==> src/rtl/br_resolve_queue_if.sv <==
// Handshake bundle between the fetch/execute stages and the branch resolve queue.
// slave = the resolve queue, master = the pipeline driving it.
interface br_resolve_queue_if #(
    parameter int PC_W  = 32,
    parameter int GHR_W = 11,
    parameter int CNT_W = 32
);
    logic             i_flush;
    logic             i_pred_push;
    logic [PC_W-1:0]  i_pred_pc;
    logic [PC_W-1:0]  i_pred_target;
    logic [GHR_W-1:0] i_pred_ghr;
    logic             i_ex_valid;
    logic [PC_W-1:0]  i_ex_pc;
    logic             i_ex_ctrl;
    logic             i_ex_taken;
    logic [PC_W-1:0]  i_ex_target;
    logic [GHR_W-1:0] i_ex_ghr;
    logic             o_full;
    logic             o_redirect;
    logic [PC_W-1:0]  o_redirect_pc;
    logic             o_upd_valid;
    logic [PC_W-1:0]  o_upd_pc;
    logic [GHR_W-1:0] o_upd_ghr;
    logic             o_upd_taken;
    logic [PC_W-1:0]  o_upd_target;
    logic [GHR_W-1:0] o_ghr_restore;
    logic [CNT_W-1:0] o_br_cnt;
    logic [CNT_W-1:0] o_mis_cnt;
    logic             o_ovf_err;

    modport slave (
        input  i_flush, i_pred_push, i_pred_pc, i_pred_target, i_pred_ghr,
               i_ex_valid, i_ex_pc, i_ex_ctrl, i_ex_taken, i_ex_target, i_ex_ghr,
        output o_full, o_redirect, o_redirect_pc, o_upd_valid, o_upd_pc, o_upd_ghr,
               o_upd_taken, o_upd_target, o_ghr_restore, o_br_cnt, o_mis_cnt, o_ovf_err
    );

    modport master (
        output i_flush, i_pred_push, i_pred_pc, i_pred_target, i_pred_ghr,
               i_ex_valid, i_ex_pc, i_ex_ctrl, i_ex_taken, i_ex_target, i_ex_ghr,
        input  o_full, o_redirect, o_redirect_pc, o_upd_valid, o_upd_pc, o_upd_ghr,
               o_upd_taken, o_upd_target, o_ghr_restore, o_br_cnt, o_mis_cnt, o_ovf_err
    );
endinterface

==> src/rtl/br_resolve_queue.sv <==
// In-order queue of IF predictions, matched against the instruction in EX to
// produce redirects, predictor updates, GHR repair and branch statistics.
module br_resolve_queue #(
    parameter int DEPTH = 4,
    parameter int PC_W  = 32,
    parameter int GHR_W = 11,
    parameter int CNT_W = 32
) (
    input  logic              i_clk,
    input  logic              i_rst_n,
    br_resolve_queue_if.slave bus
);
    localparam int AW = $clog2(DEPTH);
    localparam int PW = AW + 1;

    // Entry storage needs no reset: validity is carried entirely by the pointers.
    logic [PC_W-1:0]  q_pc     [DEPTH];
    logic [PC_W-1:0]  q_target [DEPTH];
    logic [GHR_W-1:0] q_ghr    [DEPTH];

    logic [PW-1:0]    wr_ptr_reg, wr_ptr_next;
    logic [PW-1:0]    rd_ptr_reg, rd_ptr_next;

    logic             empty, full, hit, resolve, mis_now, kill, push_ok;
    logic [PC_W-1:0]  head_pc, head_target, pc_plus4, redir_pc;
    logic [GHR_W-1:0] head_ghr, src_ghr;

    assign empty       = (wr_ptr_reg == rd_ptr_reg);
    assign full        = (wr_ptr_reg[AW] != rd_ptr_reg[AW]) &&
                         (wr_ptr_reg[AW-1:0] == rd_ptr_reg[AW-1:0]);
    assign bus.o_full  = full;
    assign head_pc     = q_pc[rd_ptr_reg[AW-1:0]];
    assign head_target = q_target[rd_ptr_reg[AW-1:0]];
    assign head_ghr    = q_ghr[rd_ptr_reg[AW-1:0]];
    assign pc_plus4    = bus.i_ex_pc + PC_W'(4);

    always_comb begin
        hit      = bus.i_ex_valid & ~empty & (head_pc == bus.i_ex_pc);
        resolve  = bus.i_ex_valid & (bus.i_ex_ctrl | hit);
        mis_now  = 1'b0;
        redir_pc = pc_plus4;
        if (resolve) begin
            if (bus.i_ex_ctrl && hit) begin
                mis_now  = ~bus.i_ex_taken | (bus.i_ex_target != head_target);
                redir_pc = bus.i_ex_taken ? bus.i_ex_target : pc_plus4;
            end else if (bus.i_ex_ctrl) begin
                // No queued prediction: the fetch went sequential (implicit not-taken).
                mis_now  = bus.i_ex_taken;
                redir_pc = bus.i_ex_target;
            end else begin
                // BTB alias: a non-control instruction was predicted taken.
                mis_now  = 1'b1;
                redir_pc = pc_plus4;
            end
        end
        src_ghr = hit ? head_ghr : bus.i_ex_ghr;

        // While o_redirect is high the fetch stream is still wrong-path.
        kill    = bus.i_flush | bus.o_redirect | mis_now;
        push_ok = bus.i_pred_push & (~full | hit) & ~kill;

        wr_ptr_next = wr_ptr_reg;
        rd_ptr_next = rd_ptr_reg;
        if (bus.i_flush || mis_now) begin
            wr_ptr_next = '0;
            rd_ptr_next = '0;
        end else begin
            if (push_ok) wr_ptr_next = wr_ptr_reg + PW'(1);
            if (hit)     rd_ptr_next = rd_ptr_reg + PW'(1);
        end
    end

    always_ff @(posedge i_clk) begin
        if (push_ok) begin
            q_pc[wr_ptr_reg[AW-1:0]]     <= bus.i_pred_pc;
            q_target[wr_ptr_reg[AW-1:0]] <= bus.i_pred_target;
            q_ghr[wr_ptr_reg[AW-1:0]]    <= bus.i_pred_ghr;
        end
    end

    always_ff @(posedge i_clk or negedge i_rst_n) begin
        if (!i_rst_n) begin
            wr_ptr_reg        <= '0;
            rd_ptr_reg        <= '0;
            bus.o_redirect    <= 1'b0;
            bus.o_redirect_pc <= '0;
            bus.o_ghr_restore <= '0;
            bus.o_upd_valid   <= 1'b0;
            bus.o_upd_pc      <= '0;
            bus.o_upd_ghr     <= '0;
            bus.o_upd_taken   <= 1'b0;
            bus.o_upd_target  <= '0;
            bus.o_br_cnt      <= '0;
            bus.o_mis_cnt     <= '0;
            bus.o_ovf_err     <= 1'b0;
        end else begin
            wr_ptr_reg     <= wr_ptr_next;
            rd_ptr_reg     <= rd_ptr_next;
            bus.o_redirect <= mis_now;
            if (resolve) begin
                bus.o_redirect_pc <= redir_pc;
                bus.o_ghr_restore <= {src_ghr[GHR_W-2:0], bus.i_ex_taken};
            end
            bus.o_upd_valid <= bus.i_ex_valid & bus.i_ex_ctrl;
            if (bus.i_ex_valid && bus.i_ex_ctrl) begin
                bus.o_upd_pc     <= bus.i_ex_pc;
                bus.o_upd_ghr    <= src_ghr;
                bus.o_upd_taken  <= bus.i_ex_taken;
                bus.o_upd_target <= bus.i_ex_target;
                if (bus.o_br_cnt != '1)
                    bus.o_br_cnt <= bus.o_br_cnt + CNT_W'(1);
                if (mis_now && bus.o_mis_cnt != '1)
                    bus.o_mis_cnt <= bus.o_mis_cnt + CNT_W'(1);
            end
            // A push that coincides with a pop frees its own slot, so it is not an overflow.
            if (bus.i_pred_push && full && !hit)
                bus.o_ovf_err <= 1'b1;
        end
    end
endmodule

==> src/flat_wrapper.sv <==
// flat-port wrapper written by rule: the top's interface ports become plain ports
module br_resolve_queue_flat 
#(
    parameter int DEPTH = 4,
    parameter int PC_W  = 32,
    parameter int GHR_W = 11,
    parameter int CNT_W = 32
)
  (i_clk, i_rst_n, bus_i_flush, bus_i_pred_push, bus_i_pred_pc, bus_i_pred_target, bus_i_pred_ghr, bus_i_ex_valid, bus_i_ex_pc, bus_i_ex_ctrl, bus_i_ex_taken, bus_i_ex_target, bus_i_ex_ghr, bus_o_full, bus_o_redirect, bus_o_redirect_pc, bus_o_upd_valid, bus_o_upd_pc, bus_o_upd_ghr, bus_o_upd_taken, bus_o_upd_target, bus_o_ghr_restore, bus_o_br_cnt, bus_o_mis_cnt, bus_o_ovf_err);
  br_resolve_queue_if #(.PC_W(PC_W), .GHR_W(GHR_W), .CNT_W(CNT_W)) bus_i ();
  input  logic i_clk;
  input  logic i_rst_n;
  input wire logic [$bits(bus_i.i_flush)-1:0] bus_i_flush;
  input wire logic [$bits(bus_i.i_pred_push)-1:0] bus_i_pred_push;
  input wire logic [$bits(bus_i.i_pred_pc)-1:0] bus_i_pred_pc;
  input wire logic [$bits(bus_i.i_pred_target)-1:0] bus_i_pred_target;
  input wire logic [$bits(bus_i.i_pred_ghr)-1:0] bus_i_pred_ghr;
  input wire logic [$bits(bus_i.i_ex_valid)-1:0] bus_i_ex_valid;
  input wire logic [$bits(bus_i.i_ex_pc)-1:0] bus_i_ex_pc;
  input wire logic [$bits(bus_i.i_ex_ctrl)-1:0] bus_i_ex_ctrl;
  input wire logic [$bits(bus_i.i_ex_taken)-1:0] bus_i_ex_taken;
  input wire logic [$bits(bus_i.i_ex_target)-1:0] bus_i_ex_target;
  input wire logic [$bits(bus_i.i_ex_ghr)-1:0] bus_i_ex_ghr;
  output wire logic [$bits(bus_i.o_full)-1:0] bus_o_full;
  output wire logic [$bits(bus_i.o_redirect)-1:0] bus_o_redirect;
  output wire logic [$bits(bus_i.o_redirect_pc)-1:0] bus_o_redirect_pc;
  output wire logic [$bits(bus_i.o_upd_valid)-1:0] bus_o_upd_valid;
  output wire logic [$bits(bus_i.o_upd_pc)-1:0] bus_o_upd_pc;
  output wire logic [$bits(bus_i.o_upd_ghr)-1:0] bus_o_upd_ghr;
  output wire logic [$bits(bus_i.o_upd_taken)-1:0] bus_o_upd_taken;
  output wire logic [$bits(bus_i.o_upd_target)-1:0] bus_o_upd_target;
  output wire logic [$bits(bus_i.o_ghr_restore)-1:0] bus_o_ghr_restore;
  output wire logic [$bits(bus_i.o_br_cnt)-1:0] bus_o_br_cnt;
  output wire logic [$bits(bus_i.o_mis_cnt)-1:0] bus_o_mis_cnt;
  output wire logic [$bits(bus_i.o_ovf_err)-1:0] bus_o_ovf_err;
  assign bus_i.i_flush = bus_i_flush;
  assign bus_i.i_pred_push = bus_i_pred_push;
  assign bus_i.i_pred_pc = bus_i_pred_pc;
  assign bus_i.i_pred_target = bus_i_pred_target;
  assign bus_i.i_pred_ghr = bus_i_pred_ghr;
  assign bus_i.i_ex_valid = bus_i_ex_valid;
  assign bus_i.i_ex_pc = bus_i_ex_pc;
  assign bus_i.i_ex_ctrl = bus_i_ex_ctrl;
  assign bus_i.i_ex_taken = bus_i_ex_taken;
  assign bus_i.i_ex_target = bus_i_ex_target;
  assign bus_i.i_ex_ghr = bus_i_ex_ghr;
  assign bus_o_full = bus_i.o_full;
  assign bus_o_redirect = bus_i.o_redirect;
  assign bus_o_redirect_pc = bus_i.o_redirect_pc;
  assign bus_o_upd_valid = bus_i.o_upd_valid;
  assign bus_o_upd_pc = bus_i.o_upd_pc;
  assign bus_o_upd_ghr = bus_i.o_upd_ghr;
  assign bus_o_upd_taken = bus_i.o_upd_taken;
  assign bus_o_upd_target = bus_i.o_upd_target;
  assign bus_o_ghr_restore = bus_i.o_ghr_restore;
  assign bus_o_br_cnt = bus_i.o_br_cnt;
  assign bus_o_mis_cnt = bus_i.o_mis_cnt;
  assign bus_o_ovf_err = bus_i.o_ovf_err;
  br_resolve_queue #(.DEPTH(DEPTH), .PC_W(PC_W), .GHR_W(GHR_W), .CNT_W(CNT_W)) u_core (.i_clk(i_clk), .i_rst_n(i_rst_n), .bus(bus_i));
endmodule
==> config.mk <==
export PLATFORM = sky130hd
export DESIGN_NAME = br_resolve_queue_flat
export DESIGN_NICKNAME = d
export VERILOG_FILES = /design/src/rtl/br_resolve_queue_if.sv /design/src/rtl/br_resolve_queue.sv /design/src/flat_wrapper.sv
export SDC_FILE = /design/constraint.sdc
export NUM_CORES = 1
export LEC_CHECK = 0
export CORE_MARGIN = 4
export CORE_UTILIZATION = 41
export CTS_BUF_LIST = sky130_fd_sc_hd__clkbuf_16
export CTS_CLUSTER_DIAMETER = 60
export CTS_CLUSTER_SIZE = 8
export DETAILED_ROUTE_END_ITERATION = 10
export PLACE_DENSITY_LB_ADDON = 0.05
export RECOVER_POWER = 100
export SLEW_MARGIN = 5
export SYNTH_ARGS = -nofsm -noshare
export SYNTH_HDL_FRONTEND = slang
export SYNTH_SLANG_ARGS = --single-unit
==> constraint.sdc <==
create_clock -name i_clk -period 11.62 [get_ports i_clk]
set_clock_uncertainty 0.2 [all_clocks]
set_input_delay 1.162 -clock i_clk [delete_from_list [all_inputs] [get_ports i_clk]]
set_output_delay 1.162 -clock i_clk [all_outputs]
set_load 0.02 [all_outputs]
# --- Word level (Yosys, flattened, before mapping) ---
# Memories as Yosys holds them, arrays and structs flattened.
# Index checks and enable logic that the tools add are counted.
classes:
  n_eq_ne: 7
  n_bitwise: 15
  muxes: 13
  add_sub_neg: 5
  reduce_logical: 12
ops:
  columns: ["operator", "n"]
  rows:
  - ["$mux 32", 3]
  - ["$add 32x1->32 const B", 2]
  - ["$ne 32x32->1 const B", 2]
  - ["$add 32x3->32 const B", 1]
  - ["$eq 32x32->1", 1]
  - ["$ne 32x32->1", 1]
  - ["$mux 3", 4]
  - ["$mux 11", 1]
  - ["$add 3x1->3 const B", 2]
  - ["$and 1x1->1", 6]
  - ["$logic_and 1x1->1", 6]
  - ["$mux 1", 5]
  - ["$or 1x1->1", 5]
  - ["$not 1->1", 4]
  - ["$reduce_and 2->1", 2]
  - ["$reduce_bool 2->1", 2]
  - ["$eq 3x3->1", 1]
  - ["$eq 2x2->1", 1]
  - ["$logic_not 1->1", 1]
  - ["$logic_or 1x1->1", 1]
  - ["$ne 1x1->1", 1]
word_totals:
  in_bits: 157
  register_bits: 192
  memories: 3
  out_inout_bits: 187
  elab_cells: 68
  ramBits: 300
memory_table:
  columns: ["name", "words", "width", "read_ports", "rd_clocked_by_memory_dff", "wr", "line", "text"]
  rows:
  - ["u_core.q_pc", 4, 32, 1, 0, 1, "br_resolve_queue.sv:17", "logic [PC_W-1:0] q_pc [DEPTH];"]
  - ["u_core.q_target", 4, 32, 1, 0, 1, "br_resolve_queue.sv:18", "logic [PC_W-1:0] q_target [DEPTH];"]
  - ["u_core.q_ghr", 4, 11, 1, 0, 1, "br_resolve_queue.sv:19", "logic [GHR_W-1:0] q_ghr [DEPTH];"]

# --- Longest topological paths before layout ---
logic_depth:
  depth_word: 12
  mapped_depth: 14
  mapped_depth_nobuf: 9

# --- Least setup slack after synthesis ---
# No wires, ideal clock.
synth_path:
  kind: "input-to-reg"
  startpoint: "in bus_i_ex_pc[25]"
  endpoint: "mem u_core.q_ghr[3][0] (enable)"
  setup_ns: 0.601
  t_arrival_ns: 8.425
  stages: 10
  required_ns: 10.819
  slack_ns: 2.393
  n_path_buf: 2
  cell_sequence: "clkbuf_1 -> o22a_1 -> o21ai_0 -> or4_1 -> or3_1 -> nor3_2 -> mux2_2 -> buf_2 -> inv_1 -> nor3_1"
synth_via:
  elab_chain_cells: 10
  elab_cells_between_ends: 14
  classes_between: "eq/ne: 1; mux: 4; bitwise: 8; reduce/logical: 1"
synth_lines:
  columns: ["element", "line", "text"]
  rows:
  - ["start, declared", "flat_wrapper.sv:19", "input wire logic [$bits(bus_i.i_ex_pc)-1:0] bus_i_ex_pc;"]
  - ["$eq 32x32->1 *", "br_resolve_queue.sv:38", "hit = bus.i_ex_valid & ~empty & (head_pc == bus.i_ex_pc);"]
  - ["$and 1x1->1 *", "br_resolve_queue.sv:38", null]
  - ["$or 1x1->1 or $logic_and 1x1->1 (tied branches)", "br_resolve_queue.sv:39, br_resolve_queue.sv:43", null]
  - ["$and 1x1->1 or $mux 1 (tied branches)", "br_resolve_queue.sv:39, br_resolve_queue.sv:43", null]
  - ["$mux 1 *", "br_resolve_queue.sv:42", "if (resolve) begin"]
  - ["net u_core.mis_now", "br_resolve_queue.sv:24", "logic empty, full, hit, resolve, mis_now, kill, push_ok;"]
  - ["$or 1x1->1 *", "br_resolve_queue.sv:59", "kill = bus.i_flush | bus.o_redirect | mis_now;"]
  - ["$not 1->1 *", "br_resolve_queue.sv:60", "push_ok = bus.i_pred_push & (~full | hit) & ~kill;"]
  - ["$and 1x1->1 *", "br_resolve_queue.sv:60", null]
  - ["$mux 1 *", "br_resolve_queue.sv:74", "if (push_ok) begin"]
  - ["$mux 1 (not written as such) *", "br_resolve_queue.sv:77", "q_ghr[wr_ptr_reg[AW-1:0]] <= bus.i_pred_ghr;"]
  - ["end, declared", "br_resolve_queue.sv:19", null]
# The timed path passes the listed nets; every way through them passes the cells marked *.

# --- Final worst setup path ---
layout_path:
  startpoint: "reg u_core.rd_ptr_reg[0]"
  endpoint: "mem u_core.q_ghr[2][5] (enable)"
layout_via:
  elab_chain_cells: 12
  elab_cells_between_ends: 24
  classes_between: "eq/ne: 4; mux: 4; bitwise: 12; reduce/logical: 2; memory: 2"
layout_lines:
  columns: ["element", "line", "text"]
  rows:
  - ["start, declared", "br_resolve_queue.sv:22", "logic [PW-1:0] rd_ptr_reg, rd_ptr_next;"]
  - ["start signal, assigned", "br_resolve_queue.sv:98", "rd_ptr_reg <= rd_ptr_next;"]
  - ["branches (longest 9 deep; another with $mem_v2 4x32)", null, null]
  - ["$and 1x1->1 *", "br_resolve_queue.sv:60", null]
  - ["$mux 1 *", "br_resolve_queue.sv:74", null]
  - ["$mux 1 (not written as such) *", "br_resolve_queue.sv:77", null]
# Every way passes the cells marked *.

==> flow_summary.ini <==
[cells_and_area]
syn_to_final_growth_pct = 29.7
fin_area_um2 = 26700
drive_gt1_share_pct = 8.49
instances_no_fill = 2552
final_nets = 1995

[die]
dieArea_um2 = 53900
rows = 81
die_h_um = 232
start_util_pct = 41.8
coreArea_um2 = 49300
io_pins = 344
chipWidth_um = 232

[synth]
synth_top_family_by_area = simple AND/OR/NAND/NOR gates
ys_seq_area_share_pct = 67.1
synth_compound_area_share_pct = 2.82
synth-edff-count = 300
ys_types = 54
synth_area_per_cell_um2 = 14.0
synth-simple-area-share_pct = 11.0
synth_fa_ha_area_share_pct = 0.486
synth_warnings = 0
synth_nets = 1632
yosys_register_bits = 492
synthArstFlopShare_pct = 39.0
syn_area_um2 = 20600
synth-xor-area-share_pct = 7.02
syn_inst = 1467
synth.area.mux_share_pct = 9.69
synthFlopType = edfxtp_1

[setup_path]
r2r-start = u_core.rd_ptr_reg[0]
critPathLaunchType = register
timing.rr.end = u_core.q_ghr[2][5]
worst_setup_path_end_kind = register
crit_cells = 11
crit_fanout = 51
cp_top_family = buffers and inverters
critPathMaxStageDelay_ns = 1.78
critPathRequiredTime_ns = 11.59
critPathSlowestCell = dfrtp_1
worstSetupPathType = register to register
ff2ff_setup_slack_ns = 2.88
crit_arrival_ns = 8.71
crit_end = u_core.q_ghr[2][5]
path_cells = buf_4, mux4_2, xnor2_1, nand4_1, nor2_1, o2111ai_1, nor3_1, mux2_1, nor3b_1, and2_4, clkbuf_2
cp-startpoint = u_core.rd_ptr_reg[0]
path_buf_inv = 2
reg2reg_depth = 11

[pwr]
clockPowerShare_pct = 42.7
intPower_w = 0.00330
leakage_nw = 10.4
ir_drop_uv = 87.7
seqPwrFrac_pct = 45.9
p_sw_w = 0.00109
switching_share_pct = 24.9
comb_power_share_pct = 11.5
p_per_area_nw_per_um2 = 165

[global_route]
grt_antenna_before_repair = 12
grt_use_met1_pct = 29.4
grt_pass1_wl_um = 87200
grtUsageTotal_pct = 21.8
use_met2_pct = 36.0
grt_max_degree = 74
grt_overflow = 0
grt_use_met3_pct = 5.09
grt_pass1_vias = 13300
busiest_layer = met2

[clock_network]
post_cts_buffers = 0
cts_inserted_buffers = 71
cts_htree_levels = 3
cts_tree = built
cts_max_path_buffers = 3
path_clk_slew_ns = 0.05
root_buffer = clkbuf_16
post_cts_resized = 0
cts_hold_buf = 0
clock_latency_ns = 0.58
clkSinkCount = 492

[drt]
vias_per_cell = 5.15
routed_wirelength_um = 59400
drt-wirelength-per-cell_um = 23.3
remaining_drc_errors = 0
drt_iter0_drc = 955
vias = 13100
drt_first_pass_iters = 5
antenna_left = 0

[sta]
slew_headroom_pct = -176
fmax_mhz = 114
timing.final.crit_share_pct = 75.2
setup-tns-final_ns = 0
period_minus_slack_ns = 8.74
worst_slew_pin_slew_ns = 4.14
hold_viol_final = 0
setup_viol = 0
report.final.slew_viol_count = 575
grt_setup_unrepaired = no

[hold_path]
hold_path.class = register to register

[placement]
dp_hpwl_um = 41300
place_congestion = 0.822
portBuffers = 343
placedCellCount = 2421
place_area_um2 = 24700

[job]
maxCapViolCount = 12

[status]
status = finished with violations
violations = capacitance limit, slew limit
## tightest hold or removal path, delay by kind of cell, from the launching register on
kind | cells | cell delay, ns
flip-flops | 1 | 0.33
AND/OR/NAND/NOR | 2 | 0.10
## per-layer routing
| layer | vias to the layer above | wire (um) |
|---|---|---|
| met1 | 6615 | 25600 |
| met4 | 6 | 1060 |
| met3 | 78 | 3630 |
| li1 | 6051 | - |
| met5 | - | 34 |
| met2 | 385 | 29100 |
## layout by cell type (no fill, tap or decap), types with 6 or more instances in the layout
master	synthesis	layout
nand2_1	300	300
edfxtp_1	300	300
dlygate4sd3_1	0	262
dfrtp_1	192	191
xnor2_1	90	90
clkdlybuf4s50_1	0	80
xor2_1	75	75
clkbuf_16	0	74
inv_1	17	65
mux2i_1	61	61
mux4_2	60	60
o21ai_0	26	40
nand4_1	37	37
nor2_1	37	36
nand3_1	27	27
nor3_1	26	27
nor4_1	20	20
a21oi_1	17	17
and3_1	11	11
o211ai_1	10	10
and4_1	9	9
ha_1	8	8
clkbuf_1	38	8
and2_1	12	6
buf_4	8	6
## power groups by stage
stage | clock network (W) | logic, W | registers, W
after global routing | 0.00200 | 0.000544 | 0.00203
after detailed placement | 0 | 0.000544 | 0.00205
after floorplan | 0 | 0.000146 | 0.00213
final | 0.00188 | 0.000504 | 0.00202
after CTS | 0.00192 | 0.000546 | 0.00202
after global placement | 0 | 0.000540 | 0.00205
## through the flow
step	setup slack, ns	hold WS, ns	power (W)	utilization (%)
after floorplan	2.39	0.382	0.00228	-
after global routing	2.08	0.289	0.00457	54.2
after global placement	4.56	0.252	0.00259	50.1
after CTS	4.41	0.271	0.00449	54.4
final	2.88	0.264	0.00440	54.2
after detailed placement	4.44	0.259	0.00260	50.1
## cells by family after synthesis
| group | count (synthesis) |
|---|---|
| muxes | 124 |
| DFF | 492 |
| and+or+nand+nor | 500 |
| buffers and inverters | 86 |
| AOI/OAI and AO/OA | 92 |
| adders and majority gates | 8 |
| xor gates and xnor gates | 165 |
## Yosys cell counts (2+ instances only)
cell type  instances  area share (%)
a22oi_1            4            0.15
edfxtp_1         300              44
inv_1             17            0.31
nor2_1            37            0.67
mux2_2             3            0.16
mux4_2            60             6.6
nor3_1            26            0.63
and2_1            12            0.36
xor2_1            75             3.2
nand4_1           37             1.1
or4_1              3            0.11
nor4_1            20            0.61
ha_1               8            0.49
dfrtp_1          192              23
o211ai_1          10            0.36
xnor2_1           90             3.8
buf_6              3            0.16
o21a_1             2           0.073
o21ai_1           16            0.39
a21oi_1           17            0.41
mux2i_1           61             3.0
clkbuf_1          38            0.69
nand2b_1           3           0.091
o21ai_0           26            0.63
nand2_1          300             5.5
or2_2              2           0.061
buf_1              3           0.055
o22a_1             4            0.17
and3_1            11            0.33
buf_2             16            0.39
and4_1             9            0.38
nor4b_1            4            0.17
o221ai_1           2           0.085
nor2b_1            3           0.091
nand3_1           27            0.66
buf_4              8            0.29
## how the worst min path moves through the flow
| stage | from | endpoint | slack (ns) | depth (start not counted) |
|---|---|---|---|---|
| 3_3_place_gp | u_core.bus.o_redirect_pc[5] | u_core.bus.o_redirect_pc[5] | 0.25 | 2 |
| 6_report | u_core.bus.o_redirect_pc[4] | u_core.bus.o_redirect_pc[4] | 0.26 | 2 |
| 3_5_place_dp | u_core.bus.o_redirect_pc[10] | u_core.bus.o_redirect_pc[10] | 0.26 | 2 |
| 4_1_cts | u_core.bus.o_redirect_pc[10] | u_core.bus.o_redirect_pc[10] | 0.27 | 2 |
| 5_1_grt | u_core.bus.o_upd_target[26] | u_core.bus.o_upd_target[26] | 0.29 | 2 |
| 2_1_floorplan | u_core.bus.o_ovf_err | u_core.bus.o_ovf_err | 0.38 | 1 |
## area by class of cell
class	count	area, um^2
Fill cell	4171	22500
Clock buffer	74	1850
Timing Repair Buffer	358	3510
Multi-Input combinational cell	889	6400
Tap cell	664	831
Antenna cell	4	10.0
Sequential cell	492	13800
Inverter	18	68.8
Clock inverter	53	221
Power figures use the tool's default switching activity.
==> RTL change 1: new RTL, same flow settings <==
`CNT_W` is set to 32 in 3 places; all go to 28.
--- a/src/rtl/br_resolve_queue_if.sv
+++ b/src/rtl/br_resolve_queue_if.sv
@@ -3,7 +3,7 @@
 interface br_resolve_queue_if #(
     parameter int PC_W  = 32,
     parameter int GHR_W = 11,
-    parameter int CNT_W = 32
+    parameter int CNT_W = 28
 );
     logic             i_flush;
     logic             i_pred_push;
--- a/src/rtl/br_resolve_queue.sv
+++ b/src/rtl/br_resolve_queue.sv
@@ -4,7 +4,7 @@
     parameter int DEPTH = 4,
     parameter int PC_W  = 32,
     parameter int GHR_W = 11,
-    parameter int CNT_W = 32
+    parameter int CNT_W = 28
 ) (
     input  logic              i_clk,
     input  logic              i_rst_n,
--- a/src/flat_wrapper.sv
+++ b/src/flat_wrapper.sv
@@ -4,7 +4,7 @@
     parameter int DEPTH = 4,
     parameter int PC_W  = 32,
     parameter int GHR_W = 11,
-    parameter int CNT_W = 32
+    parameter int CNT_W = 28
 )
   (i_clk, i_rst_n, bus_i_flush, bus_i_pred_push, bus_i_pred_pc, bus_i_pred_target, bus_i_pred_ghr, bus_i_ex_valid, bus_i_ex_pc, bus_i_ex_ctrl, bus_i_ex_taken, bus_i_ex_target, bus_i_ex_ghr, bus_o_full, bus_o_redirect, bus_o_redirect_pc, bus_o_upd_valid, bus_o_upd_pc, bus_o_upd_ghr, bus_o_upd_taken, bus_o_upd_target, bus_o_ghr_restore, bus_o_br_cnt, bus_o_mis_cnt, bus_o_ovf_err);
   br_resolve_queue_if #(.PC_W(PC_W), .GHR_W(GHR_W), .CNT_W(CNT_W)) bus_i ();
Ports: changed (resized bus_o_br_cnt and bus_o_mis_cnt); port bits go from 344 to 336. The function was not compared with the original's and may differ.
==> RTL change 1 against the original RTL <==
- the run still ends with max-capacitance violations, max-slew violations left
- final cell count fell by 1.8%
- wire length rose by 0.16%
- global-route usage rose by 0.42 points
- worst hold slack got worse by 5.5 ps
- total power fell by 0.43%
- sequential cell count fell by 8
- cell area fell by 1.6%
- worst setup slack improved by 180 ps
- synthesized area fell by 1.4%
- largest cell class unchanged
==> RTL change 1: results (changes against the original RTL) <==
- Final clock-cell share: 0.07952 (was 0.07763)
- CLK BUF: 75 (was 74)
- Inserted Diodes: 2 (was 4)
- DR vias: 13120 (was 13140)
- Syn nets: 1601 (was 1632)
- Peak VDD IR: 128.2 uV (was 87.68 uV)
- Total Routing Usage GR: 0.2227 (was 0.2185)
- Routed Wire Length: 59470 um (was 59370 um)
- Non-clk bufs: 347 (was 358)
- Buffers added on ports: 335 (was 343)
- Routed metal-1 wirelength: 24770 um (was 25550 um)
- Status: finished with violations (unchanged)
- FF-to-FF Start: u_core.rd_ptr_reg[1] (was u_core.rd_ptr_reg[0])
- Slew Limit Fails: 477 (was 575)
- Number of synthesized register bits: 484 (was 492)
- R2R Path End: u_core.bus.o_redirect_pc[2] (was u_core.q_ghr[2][5])
- Switching power total: 1089 uW (was 1094 uW)
- Register-to-register setup slack: 3110 ps (was 2880 ps)
- Max stage delay on crit path: 2360 ps (was 1780 ps)
- FFs w/ async S/R, synth: 0.3802 (was 0.3902)
- Worst r2r path cells: 10 (was 11)
- Critical path endpoint: u_core.bus.o_mis_cnt[22] (was u_core.q_ghr[2][5])
- Critical-path top delay cell: clkbuf_1 (was dfrtp_1)
- Non-clk buf share: 0.1302 (was 0.1314)
- WL met3: 3965 um (was 3629 um)
- Cell Area, Placed: 24260 sq um (was 24700 sq um)
- Initial DRC count: 994 (was 955)
- Origin of the worst setup path: bus_i_ex_valid (was u_core.rd_ptr_reg[0])
- Nonclk inv count: 21 (was 18)
- First-pass GRT wire length: 87970 um (was 87200 um)
- M2 GR Usage: 0.3612 (was 0.3596)
- Failing checks: max-capacitance violations, max-slew violations (unchanged)
- Max_cap viols: 10 (was 12)
- Pre-CTS WS: 4944 ps (was 4440 ps)
- Synth cell types: 58 (was 54)
- GR Layer Usage met1: 0.3019 (was 0.2944)
RTL change 1: logic make-up after synthesis:
kind of cell,Yosys count,synth area share
DFF,484,0.6706
xor gates and xnor gates,149,0.06502
AOI/OAI and AO/OA,136,0.04197
adders and majority gates,8,0.004931
muxes,117,0.09763
and+or+nand+nor,452,0.09861
buffers and inverters,90,0.02126
RTL change 1: worst min path at each step:
| stage | slack [ps] | depth (start not counted) | start | endpoint |
|---|---|---|---|---|
| 2_1_floorplan | 320 | 2 | u_core.wr_ptr_reg[2] | u_core.wr_ptr_reg[2] |
| 3_3_place_gp | 250 | 1 | u_core.bus.o_ovf_err | u_core.bus.o_ovf_err |
| 3_5_place_dp | 260 | 1 | u_core.bus.o_ovf_err | u_core.bus.o_ovf_err |
| 4_1_cts | 270 | 1 | u_core.bus.o_ovf_err | u_core.bus.o_ovf_err |
| 5_1_grt | 280 | 1 | u_core.bus.o_ovf_err | u_core.bus.o_ovf_err |
| 6_report | 260 | 1 | u_core.bus.o_ovf_err | u_core.bus.o_ovf_err |
==> RTL change 2: new RTL, config.mk and constraints unchanged <==
Without the edit above. Make the reset (`i_rst_n`) synchronous in one clocked block.
--- a/src/rtl/br_resolve_queue.sv
+++ b/src/rtl/br_resolve_queue.sv
@@ -78,7 +78,7 @@
         end
     end
 
-    always_ff @(posedge i_clk or negedge i_rst_n) begin
+    always_ff @(posedge i_clk) begin
         if (!i_rst_n) begin
             wr_ptr_reg        <= '0;
             rd_ptr_reg        <= '0;
Formal check against the unedited RTL: not equivalent (a bounded check fails within 4 cycles, from zero or initial values and one cycle with i_rst_n low; the reset may be asserted at any time).
==> RTL change 2 against the original RTL <==
- the run still ends with max-capacitance violations, max-slew violations left
- wire length is 4.8% higher
- utilization is 0.51 points lower
- sequential power is 5% lower
- sequential cell count is 2 higher
- critical path depth is 1 higher
- synthesized area hardly changed
- total power is 7.0% lower
- cell area is 0.74% lower
- worst setup slack better by 310 ps
- count of clock-buffer cells in the layout stayed put
==> RTL change 2: results (changes against the original RTL) <==
- Register area: 12900 sq um (was 13820 sq um)
- Layout cells sized above 1: 0.08770 (was 0.08493)
- Via/cell ratio: 5.301 (was 5.147)
- Gp weighted congestion: 0.8342 (was 0.8216)
- Top post-synthesis cells by area: edfxtp_1 44%, dfxtp_1 19%, mux4_2 5.8% (was edfxtp_1 44%, dfrtp_1 23%, mux4_2 6.6%)
- Sink Count: 494 (was 492)
- Final instance area: 26510 sq um (was 26710 sq um)
- Critical-path top delay cell: clkbuf_1 (was dfrtp_1)
- Slew Limit Fails: 195 (was 575)
- Inserted Diodes: 6 (was 4)
- Leakage: 0.009573 uW (was 0.01045 uW)
- WHS Endpoint: u_core.bus.o_upd_pc[26] (was u_core.bus.o_redirect_pc[4])
- HP Start: u_core.bus.o_upd_pc[26] (was u_core.bus.o_redirect_pc[4])
- Initial DRC count: 980 (was 955)
- Multi-input gates: 973 (was 889)
- Worst r2r path cells: 12 (was 11)
- WP data arrival: 8440 ps (was 8710 ps)
- Non-clk buf share: 0.1333 (was 0.1314)
- Vias in the first global route: 14280 (was 13270)
- Initial Util: 0.4177 (was 0.4182)
- Filler cells: 4270 (was 4171)
- Latest clock arrival within the worst-skew pair: 600 ps (was 580 ps)
- Final clock-cell share: 0.07750 (was 0.07763)
- Initial antenna violation count: 13 (was 12)
- Syn nets: 1755 (was 1632)
- Nonclk inv count: 36 (was 18)
- Failing checks: max-capacitance violations, max-slew violations (unchanged)
- M2 GR Usage: 0.3710 (was 0.3596)
- Cell Area, Placed: 24530 sq um (was 24700 sq um)
- Multi-input gate area: 7039 sq um (was 6400 sq um)
- Worst Max-Slew Pin Slew: 3790 ps (was 4138 ps)
- Max_cap viols: 5 (was 12)
- Peak VDD IR: 91.16 uV (was 87.68 uV)
- Total Routing Usage GR: 0.2282 (was 0.2185)
- GR Layer Usage met1: 0.2972 (was 0.2944)
- Max stage delay on crit path: 2690 ps (was 1780 ps)
- Pre-Repair DR Iteration Count: 8 (was 5)
- Met2 WL post-DR: 29720 um (was 29090 um)
- Routed Wire Length: 62240 um (was 59370 um)
- Status: finished with violations (unchanged)
- FFs w/ async S/R, synth: 0 (was 0.3902)
- CP max FO: 57 (was 51)
- First-pass GRT wire length: 91600 um (was 87200 um)
- Final HPWL DP: 43230 um (was 41290 um)
- Routed metal-1 wirelength: 26280 um (was 25550 um)
==> RTL change 2: critical path: cells and delay by family, from the launching register on <==
family | cells | cell delay [ps]
AOI/OAI and AO/OA | 2 | 360
buffers and inverters | 3 | 3640
DFF | 1 | 750
muxes | 1 | 660
and+or+nand+nor | 6 | 2240
==> RTL change 2: logic make-up after synthesis <==
| group | synth area share |
|---|---|
| buffers and inverters | 0.03059 |
| and+or+nand+nor | 0.1086 |
| muxes | 0.1057 |
| AOI/OAI and AO/OA | 0.07265 |
| xor gates and xnor gates | 0.05225 |
| adders and majority gates | 0.004855 |
| DFF | 0.6254 |
==> RTL change 2: through the flow <==
step           hold slack, ps  total power, uW  setup WS (ps)  utilization  std cells
2_1_floorplan           269.5             2089           5942            -       1590
3_3_place_gp            241.5             2266           5209       0.4971       2526
3_5_place_dp            245.9             2269           5151       0.4971       2526
4_1_cts                 252.4             4158           5129       0.5387       2648
5_1_grt                 267.2             4237           2547       0.5370       2651
6_report                248.1             4093           3194       0.5371       2654
==> RTL change 2: power groups by stage <==
stage	Sequential, uW	Clock (uW)	Combinational [uW]
2_1_floorplan	1980	0	110
5_1_grt	1920	2000	320
3_3_place_gp	1950	0	314
6_report	1920	1870	300
3_5_place_dp	1950	0	315
4_1_cts	1920	1920	317
==> RTL change 2: worst max-delay path by stage <==
stage,from,to,slack (ps),depth (start not counted)
floorplan,bus_i_ex_pc[17],u_core.q_ghr[0][0],5940,10
global placement,flip-flop,u_core.q_pc[2][7],5210,12
detailed placement,flip-flop,u_core.q_pc[3][21],5150,12
CTS,flip-flop,u_core.q_ghr[3][4],5130,12
global route,flip-flop,u_core.q_ghr[1][3],2550,12
finish,flip-flop,u_core.q_ghr[1][3],3190,12
